[config.mk]
export PLATFORM = sky130hd
export DESIGN_NAME = cfg_cmd_engine_flat
export DESIGN_NICKNAME = d
export VERILOG_FILES = /design/src/rtl/cfg_cmd_pkg.sv /design/src/rtl/cfg_cmd_engine_if.sv /design/src/rtl/cfg_cmd_wdog.sv /design/src/rtl/cfg_cmd_engine.sv /design/src/flat_wrapper.sv
export SDC_FILE = /design/constraint.sdc
export NUM_CORES = 1
export LEC_CHECK = 0
export BUFFER_PORTS_ARGS = -buffer_cell sky130_fd_sc_hd__buf_2
export CAP_MARGIN = 20
export CELL_PAD_IN_SITES_DETAIL_PLACEMENT = 0
export CELL_PAD_IN_SITES_GLOBAL_PLACEMENT = 2
export CORE_MARGIN = 2
export CORE_UTILIZATION = 37
export CTS_CLUSTER_DIAMETER = 120
export DETAILED_ROUTE_END_ITERATION = 6
export PLACE_DENSITY = 0.86
export SYNTH_ARGS = -nofsm -noshare
export SYNTH_HDL_FRONTEND = slang
export SYNTH_SLANG_ARGS = --single-unit
[constraint.sdc]
create_clock -name clk -period 5 [get_ports clk]
set_clock_uncertainty 0.05 [all_clocks]
set_input_delay 1.25 -clock clk [delete_from_list [all_inputs] [get_ports clk]]
set_output_delay 1.25 -clock clk [all_outputs]
set_load 0.01 [all_outputs]
[src/rtl/cfg_cmd_pkg.sv]
// Shared constants, FSM state encoding and gain lookup for the config command engine.
package cfg_cmd_pkg;

  typedef enum logic [2:0] {
    IDLE      = 3'd0,
    DECODE    = 3'd1,
    SPI_WAIT  = 3'd2,
    EEP_DUMMY = 3'd3,
    RESP_WAIT = 3'd4
  } state_t;

  localparam logic [7:0] OP_DUMP_CH  = 8'h01;
  localparam logic [7:0] OP_CFG_GAIN = 8'h02;
  localparam logic [7:0] OP_TRIG_LVL = 8'h03;
  localparam logic [7:0] OP_TRIG_POS = 8'h04;
  localparam logic [7:0] OP_SET_DEC  = 8'h05;
  localparam logic [7:0] OP_TRIG_CFG = 8'h06;
  localparam logic [7:0] OP_TRIG_RD  = 8'h07;
  localparam logic [7:0] OP_EEP_WRT  = 8'h08;
  localparam logic [7:0] OP_EEP_RD   = 8'h09;
  localparam logic [7:0] OP_CFG_RD   = 8'h0A;

  localparam logic [7:0] ACK = 8'hA5;
  localparam logic [7:0] NAK = 8'hEE;

  localparam logic [7:0]  TRIG_LVL_MIN   = 8'd46;
  localparam logic [7:0]  TRIG_LVL_MAX   = 8'd201;
  localparam logic [15:0] EEP_DUMMY_WORD = 16'hBCBC;

  // Analog front-end gain code -> SPI word for the channel's gain DAC.
  function automatic logic [15:0] gain_lut(input logic [2:0] g);
    logic [15:0] w;
    case (g)
      3'd0:    w = 16'h1302;
      3'd1:    w = 16'h1305;
      3'd2:    w = 16'h1309;
      3'd3:    w = 16'h1314;
      3'd4:    w = 16'h1328;
      3'd5:    w = 16'h1346;
      3'd6:    w = 16'h136B;
      default: w = 16'h13DD;
    endcase
    return w;
  endfunction

endpackage

[src/rtl/cfg_cmd_engine_if.sv]
// Host-side command/response handshake of the config command engine.
interface cfg_cmd_engine_if;
  logic [23:0] cmd;
  logic        cmd_rdy;
  logic        clr_cmd_rdy;
  logic [7:0]  resp_data;
  logic        send_resp;
  logic        resp_sent;

  modport master (
    output cmd, cmd_rdy, resp_sent,
    input  clr_cmd_rdy, resp_data, send_resp
  );

  modport slave (
    input  cmd, cmd_rdy, resp_sent,
    output clr_cmd_rdy, resp_data, send_resp
  );
endinterface

[src/rtl/cfg_cmd_wdog.sv]
// SPI transfer watchdog: down-counter reloaded on each launched transfer,
// expired flags terminal count while the engine is still waiting for SPI_done.
module cfg_cmd_wdog #(
  parameter int TIMEOUT_CYC = 4096
) (
  input  logic clk,
  input  logic rst_n,
  input  logic load,
  input  logic run,
  output logic expired
);

  localparam int CW = $clog2(TIMEOUT_CYC + 1);
  localparam logic [CW-1:0] LOAD_VAL = CW'(TIMEOUT_CYC - 1);

  logic [CW-1:0] cnt;

  always_ff @(posedge clk or negedge rst_n) begin
    if (!rst_n) begin
      cnt <= LOAD_VAL;
    end else if (load) begin
      cnt <= LOAD_VAL;
    end else if (run && (cnt != '0)) begin
      cnt <= cnt - 1'b1;
    end
  end

  // Reaching zero in the (TIMEOUT_CYC-1)th waiting cycle makes the
  // registered NAK land exactly TIMEOUT_CYC cycles after wrt_SPI.
  assign expired = run && (cnt == '0);

endmodule

[src/rtl/cfg_cmd_engine.sv]
// Config command engine: decodes 24-bit host commands into config register
// writes, SPI transfers and responses. Optional watchdog: CFG_CMD_TIMEOUT_EN.
//
// state     | meaning
// ----------+--------------------------------------------------------
// IDLE      | waiting for cmd_rdy; latches cmd
// DECODE    | single-cycle decode, launches SPI / response / dump
// SPI_WAIT  | first SPI transfer in flight, waiting for SPI_done
// EEP_DUMMY | EEPROM read dummy transfer in flight, data on its done
// RESP_WAIT | response presented, waiting for resp_sent
module cfg_cmd_engine
  import cfg_cmd_pkg::*;
#(
  parameter int         NUM_CH      = 3,
  parameter int         TRIG_POS_W  = 9,
  parameter int         TIMEOUT_CYC = 4096,
  parameter logic [2:0] EEP_SS      = 3'd7
) (
  input  logic                    clk,
  input  logic                    rst_n,
  cfg_cmd_engine_if.slave         host,
  output logic                    wrt_SPI,
  output logic [2:0]              ss,
  output logic [15:0]             SPI_data,
  input  logic                    SPI_done,
  input  logic [7:0]              EEP_data,
  output logic [7:0]              trig_cfg,
  output logic [TRIG_POS_W-1:0]   trig_pos,
  output logic [3:0]              decimator,
  output logic [3*NUM_CH-1:0]     afe_gain,
  output logic                    dump,
  output logic [2:0]              dump_ch,
  input  logic                    set_capture_done
);

  if (NUM_CH < 1 || NUM_CH > 6) begin : g_bad_num_ch
    $error("cfg_cmd_engine: NUM_CH must be 1..6");
  end
  if (TRIG_POS_W < 9 || TRIG_POS_W > 13) begin : g_bad_trig_pos_w
    $error("cfg_cmd_engine: TRIG_POS_W must be 9..13");
  end
  if (TIMEOUT_CYC < 2) begin : g_bad_timeout
    $error("cfg_cmd_engine: TIMEOUT_CYC must be at least 2");
  end

  state_t        state, state_nxt;
  logic [23:0]   cmd_q;
  logic [7:0]    opcode, byte2, byte3;
  logic          start;

  logic          clr_q, send_q;
  logic [7:0]    resp_q;

  logic          wrt_nxt, send_nxt, clr_nxt, dump_nxt;
  logic [7:0]    resp_nxt;
  logic [15:0]   spi_nxt;
  logic [2:0]    ss_nxt;
  logic          gain_we, tpos_we, dec_we, tcfg_we, dch_we;

  logic [3:0]    gain_ch;
  logic [2:0]    gain_val;
  logic          dump_ok, gain_ok, lvl_ok, cfg_rd_ok;
  logic [7:0]    cfg_rd_val;
  logic [15:0]   tpos_word;
  logic          wd_expired;

  assign opcode    = cmd_q[23:16];
  assign byte2     = cmd_q[15:8];
  assign byte3     = cmd_q[7:0];
  assign gain_ch   = byte2[3:0];
  assign gain_val  = byte2[6:4];
  assign tpos_word = {byte2, byte3};

  assign dump_ok = int'(byte2[2:0]) < NUM_CH;
  assign gain_ok = int'(gain_ch) < NUM_CH;
  assign lvl_ok  = (byte3 >= TRIG_LVL_MIN) && (byte3 <= TRIG_LVL_MAX);

  // clr_cmd_rdy is registered, so the host's cmd_rdy may still read high in
  // the IDLE cycle that carries the pulse; don't re-accept the old command.
  assign start = (state == IDLE) && host.cmd_rdy && !clr_q;

`ifdef CFG_CMD_TIMEOUT_EN
  logic waiting;
  assign waiting = (state == SPI_WAIT) || (state == EEP_DUMMY);

  cfg_cmd_wdog #(
    .TIMEOUT_CYC (TIMEOUT_CYC)
  ) u_wdog (
    .clk     (clk),
    .rst_n   (rst_n),
    .load    (wrt_nxt),
    .run     (waiting),
    .expired (wd_expired)
  );
`else
  assign wd_expired = 1'b0;
`endif

  always_comb begin
    cfg_rd_ok  = 1'b1;
    cfg_rd_val = 8'h00;
    case (byte2)
      8'd0: cfg_rd_val = trig_pos[7:0];
      8'd1: cfg_rd_val = 8'(trig_pos >> 8);
      8'd2: cfg_rd_val = {4'h0, decimator};
      default: begin
        cfg_rd_ok = 1'b0;
        for (int n = 0; n < NUM_CH; n++) begin
          if (int'(byte2) == n + 3) begin
            cfg_rd_ok  = 1'b1;
            cfg_rd_val = {5'h00, afe_gain[3*n +: 3]};
          end
        end
      end
    endcase
  end

  always_ff @(posedge clk or negedge rst_n) begin
    if (!rst_n) begin
      state <= IDLE;
    end else begin
      state <= state_nxt;
    end
  end

  always_comb begin
    state_nxt = state;
    case (state)
      IDLE: if (start) state_nxt = DECODE;
      DECODE: begin
        case (opcode)
          OP_DUMP_CH:             state_nxt = dump_ok ? IDLE : RESP_WAIT;
          OP_CFG_GAIN:            state_nxt = gain_ok ? SPI_WAIT : RESP_WAIT;
          OP_TRIG_LVL:            state_nxt = lvl_ok ? SPI_WAIT : RESP_WAIT;
          OP_EEP_WRT, OP_EEP_RD:  state_nxt = SPI_WAIT;
          default:                state_nxt = RESP_WAIT;
        endcase
      end
      SPI_WAIT: begin
        if (SPI_done) begin
          state_nxt = (opcode == OP_EEP_RD) ? EEP_DUMMY : RESP_WAIT;
        end else if (wd_expired) begin
          state_nxt = RESP_WAIT;
        end
      end
      EEP_DUMMY: if (SPI_done || wd_expired) state_nxt = RESP_WAIT;
      RESP_WAIT: if (host.resp_sent) state_nxt = IDLE;
      default:   state_nxt = IDLE;
    endcase
  end

  always_comb begin
    wrt_nxt  = 1'b0;
    send_nxt = 1'b0;
    clr_nxt  = 1'b0;
    dump_nxt = 1'b0;
    resp_nxt = resp_q;
    spi_nxt  = SPI_data;
    ss_nxt   = ss;
    gain_we  = 1'b0;
    tpos_we  = 1'b0;
    dec_we   = 1'b0;
    tcfg_we  = 1'b0;
    dch_we   = 1'b0;
    case (state)
      DECODE: begin
        case (opcode)
          OP_DUMP_CH: begin
            if (dump_ok) begin
              dump_nxt = 1'b1;
              dch_we   = 1'b1;
              clr_nxt  = 1'b1;
            end else begin
              send_nxt = 1'b1;
              resp_nxt = NAK;
            end
          end
          OP_CFG_GAIN: begin
            if (gain_ok) begin
              gain_we = 1'b1;
              wrt_nxt = 1'b1;
              ss_nxt  = gain_ch[2:0] + 3'd1;
              spi_nxt = gain_lut(gain_val);
            end else begin
              send_nxt = 1'b1;
              resp_nxt = NAK;
            end
          end
          OP_TRIG_LVL: begin
            if (lvl_ok) begin
              wrt_nxt = 1'b1;
              ss_nxt  = 3'd0;
              spi_nxt = {8'h13, byte3};
            end else begin
              send_nxt = 1'b1;
              resp_nxt = NAK;
            end
          end
          OP_TRIG_POS: begin
            tpos_we  = 1'b1;
            send_nxt = 1'b1;
            resp_nxt = ACK;
          end
          OP_SET_DEC: begin
            dec_we   = 1'b1;
            send_nxt = 1'b1;
            resp_nxt = ACK;
          end
          OP_TRIG_CFG: begin
            tcfg_we  = 1'b1;
            send_nxt = 1'b1;
            resp_nxt = ACK;
          end
          OP_TRIG_RD: begin
            send_nxt = 1'b1;
            resp_nxt = trig_cfg;
          end
          OP_EEP_WRT: begin
            wrt_nxt = 1'b1;
            ss_nxt  = EEP_SS;
            spi_nxt = {2'b01, cmd_q[13:0]};
          end
          OP_EEP_RD: begin
            wrt_nxt = 1'b1;
            ss_nxt  = EEP_SS;
            spi_nxt = {2'b00, cmd_q[13:0]};
          end
          OP_CFG_RD: begin
            send_nxt = 1'b1;
            resp_nxt = cfg_rd_ok ? cfg_rd_val : NAK;
          end
          default: begin
            send_nxt = 1'b1;
            resp_nxt = NAK;
          end
        endcase
      end
      SPI_WAIT: begin
        if (SPI_done) begin
          if (opcode == OP_EEP_RD) begin
            wrt_nxt = 1'b1;
            spi_nxt = EEP_DUMMY_WORD;
          end else begin
            send_nxt = 1'b1;
            resp_nxt = ACK;
          end
        end else if (wd_expired) begin
          send_nxt = 1'b1;
          resp_nxt = NAK;
        end
      end
      EEP_DUMMY: begin
        if (SPI_done) begin
          send_nxt = 1'b1;
          resp_nxt = EEP_data;
        end else if (wd_expired) begin
          send_nxt = 1'b1;
          resp_nxt = NAK;
        end
      end
      RESP_WAIT: if (host.resp_sent) clr_nxt = 1'b1;
      default: ;
    endcase
  end

  always_ff @(posedge clk or negedge rst_n) begin
    if (!rst_n) begin
      wrt_SPI  <= 1'b0;
      send_q   <= 1'b0;
      clr_q    <= 1'b0;
      dump     <= 1'b0;
      resp_q   <= 8'h00;
      SPI_data <= 16'h0000;
      ss       <= EEP_SS;
    end else begin
      wrt_SPI  <= wrt_nxt;
      send_q   <= send_nxt;
      clr_q    <= clr_nxt;
      dump     <= dump_nxt;
      resp_q   <= resp_nxt;
      SPI_data <= spi_nxt;
      ss       <= ss_nxt;
    end
  end

  always_ff @(posedge clk or negedge rst_n) begin
    if (!rst_n) begin
      cmd_q     <= 24'h000000;
      trig_cfg  <= 8'h20;
      trig_pos  <= '0;
      decimator <= 4'h0;
      afe_gain  <= '0;
      dump_ch   <= 3'd0;
    end else begin
      if (start) cmd_q <= host.cmd;
      if (tpos_we) trig_pos <= tpos_word[TRIG_POS_W-1:0];
      if (dec_we) decimator <= byte3[3:0];
      if (dch_we) dump_ch <= byte2[2:0];
      for (int n = 0; n < NUM_CH; n++) begin
        if (gain_we && (int'(gain_ch) == n)) afe_gain[3*n +: 3] <= gain_val;
      end
      if (tcfg_we) trig_cfg <= {2'b00, byte2[5:0]};
      // Capture-done is sticky and wins over a concurrent TRIG_CFG write of bit 5.
      if (set_capture_done) trig_cfg[5] <= 1'b1;
    end
  end

  assign host.clr_cmd_rdy = clr_q;
  assign host.send_resp   = send_q;
  assign host.resp_data   = resp_q;

endmodule

[src/flat_wrapper.sv]
// flat-port wrapper written by rule: the top's interface ports become plain ports
module cfg_cmd_engine_flat import cfg_cmd_pkg::*;
#(
  parameter int         NUM_CH      = 3,
  parameter int         TRIG_POS_W  = 9,
  parameter int         TIMEOUT_CYC = 4096,
  parameter logic [2:0] EEP_SS      = 3'd7
)
  (clk, rst_n, wrt_SPI, ss, SPI_data, SPI_done, EEP_data, trig_cfg, trig_pos, decimator, afe_gain, dump, dump_ch, set_capture_done, host_cmd, host_cmd_rdy, host_resp_sent, host_clr_cmd_rdy, host_resp_data, host_send_resp);
  cfg_cmd_engine_if host_i ();
  input  logic clk;
  input  logic rst_n;
  output logic wrt_SPI;
  output logic [2:0] ss;
  output logic [15:0] SPI_data;
  input  logic SPI_done;
  input  logic [7:0] EEP_data;
  output logic [7:0] trig_cfg;
  output logic [TRIG_POS_W-1:0] trig_pos;
  output logic [3:0] decimator;
  output logic [3*NUM_CH-1:0] afe_gain;
  output logic dump;
  output logic [2:0] dump_ch;
  input  logic set_capture_done;
  input wire logic [$bits(host_i.cmd)-1:0] host_cmd;
  input wire logic [$bits(host_i.cmd_rdy)-1:0] host_cmd_rdy;
  input wire logic [$bits(host_i.resp_sent)-1:0] host_resp_sent;
  output wire logic [$bits(host_i.clr_cmd_rdy)-1:0] host_clr_cmd_rdy;
  output wire logic [$bits(host_i.resp_data)-1:0] host_resp_data;
  output wire logic [$bits(host_i.send_resp)-1:0] host_send_resp;
  assign host_i.cmd = host_cmd;
  assign host_i.cmd_rdy = host_cmd_rdy;
  assign host_i.resp_sent = host_resp_sent;
  assign host_clr_cmd_rdy = host_i.clr_cmd_rdy;
  assign host_resp_data = host_i.resp_data;
  assign host_send_resp = host_i.send_resp;
  cfg_cmd_engine #(.NUM_CH(NUM_CH), .TRIG_POS_W(TRIG_POS_W), .TIMEOUT_CYC(TIMEOUT_CYC), .EEP_SS(EEP_SS)) u_core (.clk(clk), .rst_n(rst_n), .host(host_i), .wrt_SPI(wrt_SPI), .ss(ss), .SPI_data(SPI_data), .SPI_done(SPI_done), .EEP_data(EEP_data), .trig_cfg(trig_cfg), .trig_pos(trig_pos), .decimator(decimator), .afe_gain(afe_gain), .dump(dump), .dump_ch(dump_ch), .set_capture_done(set_capture_done));
endmodule
* Word level (Yosys, flattened, before mapping)
Index checks and enable logic that the tools add are counted.
Word-level totals: input port bits 38, output and inout bits 64, logic and storage cells 152, bits in registers 89
Operators by class: multiplexer cells 66, eq/ne operators 42, $lt $le $gt $ge 4, reduce and logical (&&, ||, !) cells 22, add/sub/neg operators 1
Operators with widths (count):
- case mux 8 bit (7 select lines) | 2
- two-way mux 16 bit | 4
- case mux 16 bit (4 select lines) | 1
- two-way mux 8 bit | 7
- case mux 8 bit (3 select lines) | 2
- equality test 8 x 3 -> 1 bit, second input constant | 5
- equality test 8 x 4 -> 1 bit, second input constant | 5
- two-way mux 3 bit | 13
- case mux 16 bit (2 select lines) | 1
- two-way mux 1 bit | 27
- equality test 8 x 2 -> 1 bit, second input constant | 3
- equality test 8 x 1 -> 1 bit, second input constant | 2
- case mux 3 bit (5 select lines) | 1
- equality test 3 x 2 -> 1 bit, second input constant | 4
- equality test 3 bit, second input constant | 4
- case mux 3 bit (4 select lines) | 1
- inequality test 2 bit, second input constant | 5
- inequality test 3 bit, second input constant | 3
- case mux 3 bit (3 select lines) | 1
- greater-or-equal comparator 8 x 6 -> 1 bit, second input constant | 1
- less-or-equal comparator 8 bit, second input constant | 1
- logical NOT 8 bit | 1
- inequality test 2 x 1 -> 1 bit, second input constant | 4
- AND reduction 4 bit | 2
- other kinds (22) | 35

* Longest topological paths before layout
word-level depth 8, mapped depth 8, depth with buffers taken out 7

* Least setup slack after synthesis
OpenSTA, ideal clock, no wires.
kind in2reg, start point in SPI_done, end point reg u_core.SPI_data[12], data required time 4.825 ns, stages 5, data arrival time 2.249 ns, setup slack 2.576 ns, setup time 0.125 ns, buffers on the path 1, cell sequence nand4_1 nor2_1 a211oi_4 buf_6 mux2_4
On the way: cells in the longest elaborated chain, start to end 2
RTL lines:
- from (decl) | line flat_wrapper.sv:16 | input logic SPI_done;
- inequality test 2 bit (no line)
- AND reduction 6 bit (no line)
- to (signal assigned) | line cfg_cmd_engine.sv:281 | SPI_data <= spi_nxt;
- to (decl) | line cfg_cmd_engine.sv:24 | output logic [15:0] SPI_data,
Every way passes these cells. A chain may end at the register's enable or synchronous reset.

* Worst setup path in the final report
start point reg u_core.cmd_q[23], end point reg u_core.SPI_data[5]
On the way: cells in the longest elaborated chain, start to end 3, elaborated cells between the ends (all ways) 11, those cells by class eq/ne (8); mux (2); reduce/logical (1)
RTL lines:
- from (decl) | line cfg_cmd_engine.sv:47 | logic [23:0] cmd_q;
- from (signal assigned) | line cfg_cmd_engine.sv:295 | if (start) cmd_q <= host.cmd;
- equality test 8 x 4 -> 1 bit (tied with other cells) | line cfg_cmd_engine.sv:167, cfg_cmd_engine.sv:240
- case mux 16 bit (4 select lines) (tied with other cells) | line cfg_cmd_engine.sv:167 | case (opcode)
- case mux 16 bit (2 select lines) / AND reduction 6 bit (equally long branches)
Parallel ways exist; a longest one is shown, timed or not.

==> flow_metrics.py <==
metrics = {
    "run_status": {
        "status": "complete, no violations",
    },
    "synth": {
        "postSynthRegisterBits": 89,
        "mappedNetlistArea_um2": 4556,
        "sequential_share_of_the_synthesized_area_pct": 49.00,
        "synth_flop_cell": "sky130_fd_sc_hd__dfrtp_1",
        "synth_enable_flop_cells": 0,
        "syn-instance-count": 410,
        "synth_async_sr_flop_share_pct": 100.0,
        "synth.avg_cell_area_um2": 11.11,
        "synth.yosys.warnings": 0,
        "synth.lib_cells_used.distinct": 65,
    },
    "floorplanning": {
        "die_x_um": 115.0,
        "std_cell_rows": 40,
        "coreArea_um2": 12010,
        "chipHeight_um": 115.0,
        "design.die.area_um2": 13220,
        "floorplan.initialDensity_pct": 37.93,
        "ios": 102,
    },
    "layout": {
        "post-route-cell-area_um2": 5466,
        "utilization_pct": 45.51,
        "nNetsFinal": 543,
        "final_layout_size_suffix_gt1_share_pct": 39.53,
        "antenna_cells_inserted": 0,
        "area_growth_syn_to_layout_pct": 19.99,
        "post_layout_nonfiller_instances": 653,
    },
    "clock_network": {
        "clkTransAtPathRegs_ns": 0.06,
        "cts_resized": 0,
        "post_cts_hold_buffer_count": 0,
        "worstSkewPairLatency_ns": 0.35,
        "cts_post_setup_buffers_inserted": 0,
        "clockBufferDepth": 2,
        "clock_sink_count": 89,
        "tritoncts_clock_tree": "done",
        "cts_inserted_buffers": 9,
        "root_buffer_cell": "sky130_fd_sc_hd__clkbuf_16",
        "htree_levels": 3,
    },
    "setup_path": {
        "crit-reg2reg-capture": "u_core.SPI_data[5]$_DFFE_PN0P_",
        "worst_setup_path_startpoint": "u_core.cmd_q[23]$_DFFE_PN0P_",
        "critical_path.slowest_cell": "sky130_fd_sc_hd__a211oi_2",
        "critical_path.reg2reg.startpoint": "u_core.cmd_q[23]$_DFFE_PN0P_",
        "ff2ff_setup_slack_ns": 2.33,
        "type_of_the_setup_path_with_the_least_slack": "reg -> reg",
        "worstPathCellList": "or4_4, a211oi_2, mux2i_1, nand2_1, mux2_2",
        "worst_setup_path_start_kind": "flop",
        "cp_data_arrival_time_ns": 2.85,
        "cp_slowest_stage_delay_ns": 0.83,
        "reg2reg_depth": 5,
        "setup.worst_path.end_class": "flop",
        "cp.required_ns": 5.18,
        "critPathMaxFanout": 13,
    },
    "grt": {
        "grt.total_usage_pct": 19.56,
        "grt_pass1_wl_mm": 19.51,
        "first_global_vias": 3586,
        "grt_max_degree": 46,
        "antenna_found_initial": 0,
        "global_route.overflow_total": 0,
    },
    "sta": {
        "max_freq_ghz": 0.3751,
        "final.min_clock_period_ns": 2.666,
        "rsz0062_at_grt": "no",
        "fin_tns_setup_ns": 0,
        "final.period_utilization_pct": 53.32,
        "tightestPinTransition_ns": 1.020,
        "relSlewSlack_pct": 31.89,
        "final_critical_path_setup_slack_ns": 2.334,
        "setup_viol_count_final": 0,
        "hold_slack_ns": 0.4199,
        "final-max-slew-violation-count": 0,
        "finalHoldViolations": 0,
    },
    "placement": {
        "detailedPlacementHpwl_mm": 9.269,
        "dpl-instance-area_um2": 5151,
        "io_buffer_count": 99,
        "worst_setup_timing_slack_at_the_placement_stage_ns": 1.941,
        "final_weighted_congestion_in_routability_driven_placement": 0.8676,
        "place_inst": 636,
    },
    "flow_run": {
        "drv.max_cap_violation_count": 0,
    },
    "power_and_ir_drop": {
        "post-layout-total-power_mw": 2.897,
        "power.leakage_nw": 2.613,
        "cellPowerDensity_nw_per_um2": 530.0,
        "irDropWorstVdd_v": 0.0002567,
    },
    "worst_hold_path": {
        "holdCritStartpoint": "u_core.SPI_data[15]$_DFFE_PN0P_",
        "worstHoldEndpoint": "u_core.SPI_data[15]$_DFFE_PN0P_",
        "number_of_stages_on_the_worst_hold_path": 1,
        "timing.hold.worst.class": "reg -> reg",
    },
    "detailed_routing": {
        "detail_route.first_pass.iterations": 7,
        "drc_errors": 0,
        "detailroute.via_count": 3616,
        "wl_mm": 12.47,
        "postRouteAntennaNets": 0,
        "initialDrtViolationCount": 181,
        "routedWlPerCell_um": 19.09,
        "routed_via_density": 5.538,
    },
}
power breakdown:
group          internal [mW]  leakage, nW  switching [mW]
clock network          0.413        0.150           0.273
registers              0.927         1.13           0.321
logic                  0.446         1.34           0.517
how the worst max path moves through the flow:
stage	endpoint	slack (ns)	depth (start not counted)
floorplan	u_core.SPI_data[12]$_DFFE_PN0P_	2.58	5
global placement	u_core.SPI_data[1]$_DFFE_PN0P_	1.99	5
detailed placement	u_core.SPI_data[6]$_DFFE_PN0P_	1.94	5
CTS	u_core.SPI_data[6]$_DFFE_PN0P_	2.23	5
global route	u_core.host.resp_data[0]$_DFFE_PN0P_	2.14	7
finish	u_core.SPI_data[5]$_DFFE_PN0P_	2.33	5
worst max-delay path: cells and delay by family, from the launching register on:
| family | cells | cell delay [ns] |
|---|---|---|
| AOI/OAI and AO/OA | 1 | 0.83 |
| muxes | 2 | 0.54 |
| and+or+nand+nor | 2 | 0.72 |
| DFF | 1 | 0.41 |
synth_stat cells, types with 2 or more instances:
library cell / number / area, um^2
sky130_fd_sc_hd__inv_1: 15 / 56.30
sky130_fd_sc_hd__nor2b_1: 8 / 50.05
sky130_fd_sc_hd__a22oi_1: 2 / 15.01
sky130_fd_sc_hd__buf_2: 2 / 10.01
sky130_fd_sc_hd__o211ai_1: 6 / 45.04
sky130_fd_sc_hd__clkbuf_1: 17 / 63.81
sky130_fd_sc_hd__a211oi_2: 2 / 25.02
sky130_fd_sc_hd__a21o_1: 3 / 22.52
sky130_fd_sc_hd__mux2_2: 59 / 664.4
sky130_fd_sc_hd__mux2i_1: 11 / 110.1
sky130_fd_sc_hd__xnor2_1: 2 / 17.52
sky130_fd_sc_hd__nor3_1: 7 / 35.03
sky130_fd_sc_hd__o311ai_0: 2 / 17.52
sky130_fd_sc_hd__o21bai_1: 2 / 15.01
sky130_fd_sc_hd__a2bb2oi_1: 2 / 17.52
sky130_fd_sc_hd__a211oi_1: 3 / 22.52
sky130_fd_sc_hd__ha_1: 4 / 50.05
sky130_fd_sc_hd__nand2b_1: 5 / 31.28
sky130_fd_sc_hd__buf_4: 3 / 22.52
sky130_fd_sc_hd__a31o_2: 3 / 26.28
sky130_fd_sc_hd__dfrtp_1: 85 / 2127
sky130_fd_sc_hd__nor4_1: 4 / 25.02
sky130_fd_sc_hd__a211o_1: 3 / 26.28
sky130_fd_sc_hd__mux2_4: 5 / 75.07
sky130_fd_sc_hd__a31oi_1: 3 / 18.77
sky130_fd_sc_hd__and3_1: 4 / 25.02
sky130_fd_sc_hd__nand4_1: 7 / 43.79
sky130_fd_sc_hd__nand3_1: 11 / 55.05
sky130_fd_sc_hd__dfstp_2: 4 / 105.1
sky130_fd_sc_hd__or3_1: 4 / 25.02
sky130_fd_sc_hd__buf_6: 2 / 22.52
sky130_fd_sc_hd__o22ai_1: 2 / 12.51
sky130_fd_sc_hd__nor2_1: 13 / 48.80
sky130_fd_sc_hd__a21oi_1: 15 / 75.07
sky130_fd_sc_hd__o21ai_0: 22 / 110.1
sky130_fd_sc_hd__nand3b_1: 4 / 30.03
sky130_fd_sc_hd__nand2_1: 36 / 135.1
logic make-up after synthesis:
family | Yosys count | synth area share [%]
flip-flops | 89 | 49.00
other | 1 | 0.08232
multiplexers | 75 | 18.65
AO/OA/AOI/OAI | 81 | 12.30
XOR/XNOR | 2 | 0.3846
AND/OR/NAND/NOR | 119 | 14.64
buffers and inverters | 39 | 3.845
adder cells (fa/ha/maj) | 4 | 1.099
cell usage in the layout (no fill, tap or decap), types with 8 or more instances in the layout:
master / count
sky130_fd_sc_hd__dfrtp_1: 85
sky130_fd_sc_hd__inv_1: 15
sky130_fd_sc_hd__o21ai_0: 22
sky130_fd_sc_hd__nor2b_1: 8
sky130_fd_sc_hd__nor2_1: 13
sky130_fd_sc_hd__mux2_2: 59
sky130_fd_sc_hd__mux2i_1: 11
sky130_fd_sc_hd__a21oi_1: 15
sky130_fd_sc_hd__nand3_1: 11
sky130_fd_sc_hd__buf_2: 98
sky130_fd_sc_hd__nand2_1: 36
sky130_fd_sc_hd__clkbuf_16: 9
state kept, by name (all words and copies together) (netlist names):
register,cells
u_core.SPI_data,16
u_core.afe_gain,9
u_core.cmd_q,24
u_core.decimator,4
u_core.dump,1
u_core.dump_ch,3
u_core.host.clr_cmd_rdy,1
u_core.host.resp_data,8
u_core.host.send_resp,1
u_core.ss,3
u_core.state,3
u_core.trig_cfg,6
u_core.trig_pos,9
u_core.wrt_SPI,1
per-layer routing:
metal,share of wire [%],global-route usage [%],up-vias
met5,0,0,-
met4,2.9,9.398,0
met3,6.2,3.954,23
met2,44,29.02,120
met1,47,27.42,1793
li1,-,-,1680
cell type report:
type	instances	area, um^2
well taps	147	183.9
inverters	15	56.30
flip-flops and latches	89	2232
clock inverters	3	40.04
repair buffers	103	535.5
fillers	1197	6545
clock buffers	13	260.3
multi-input cells	283	2158
Power figures use the tool's default switching activity.
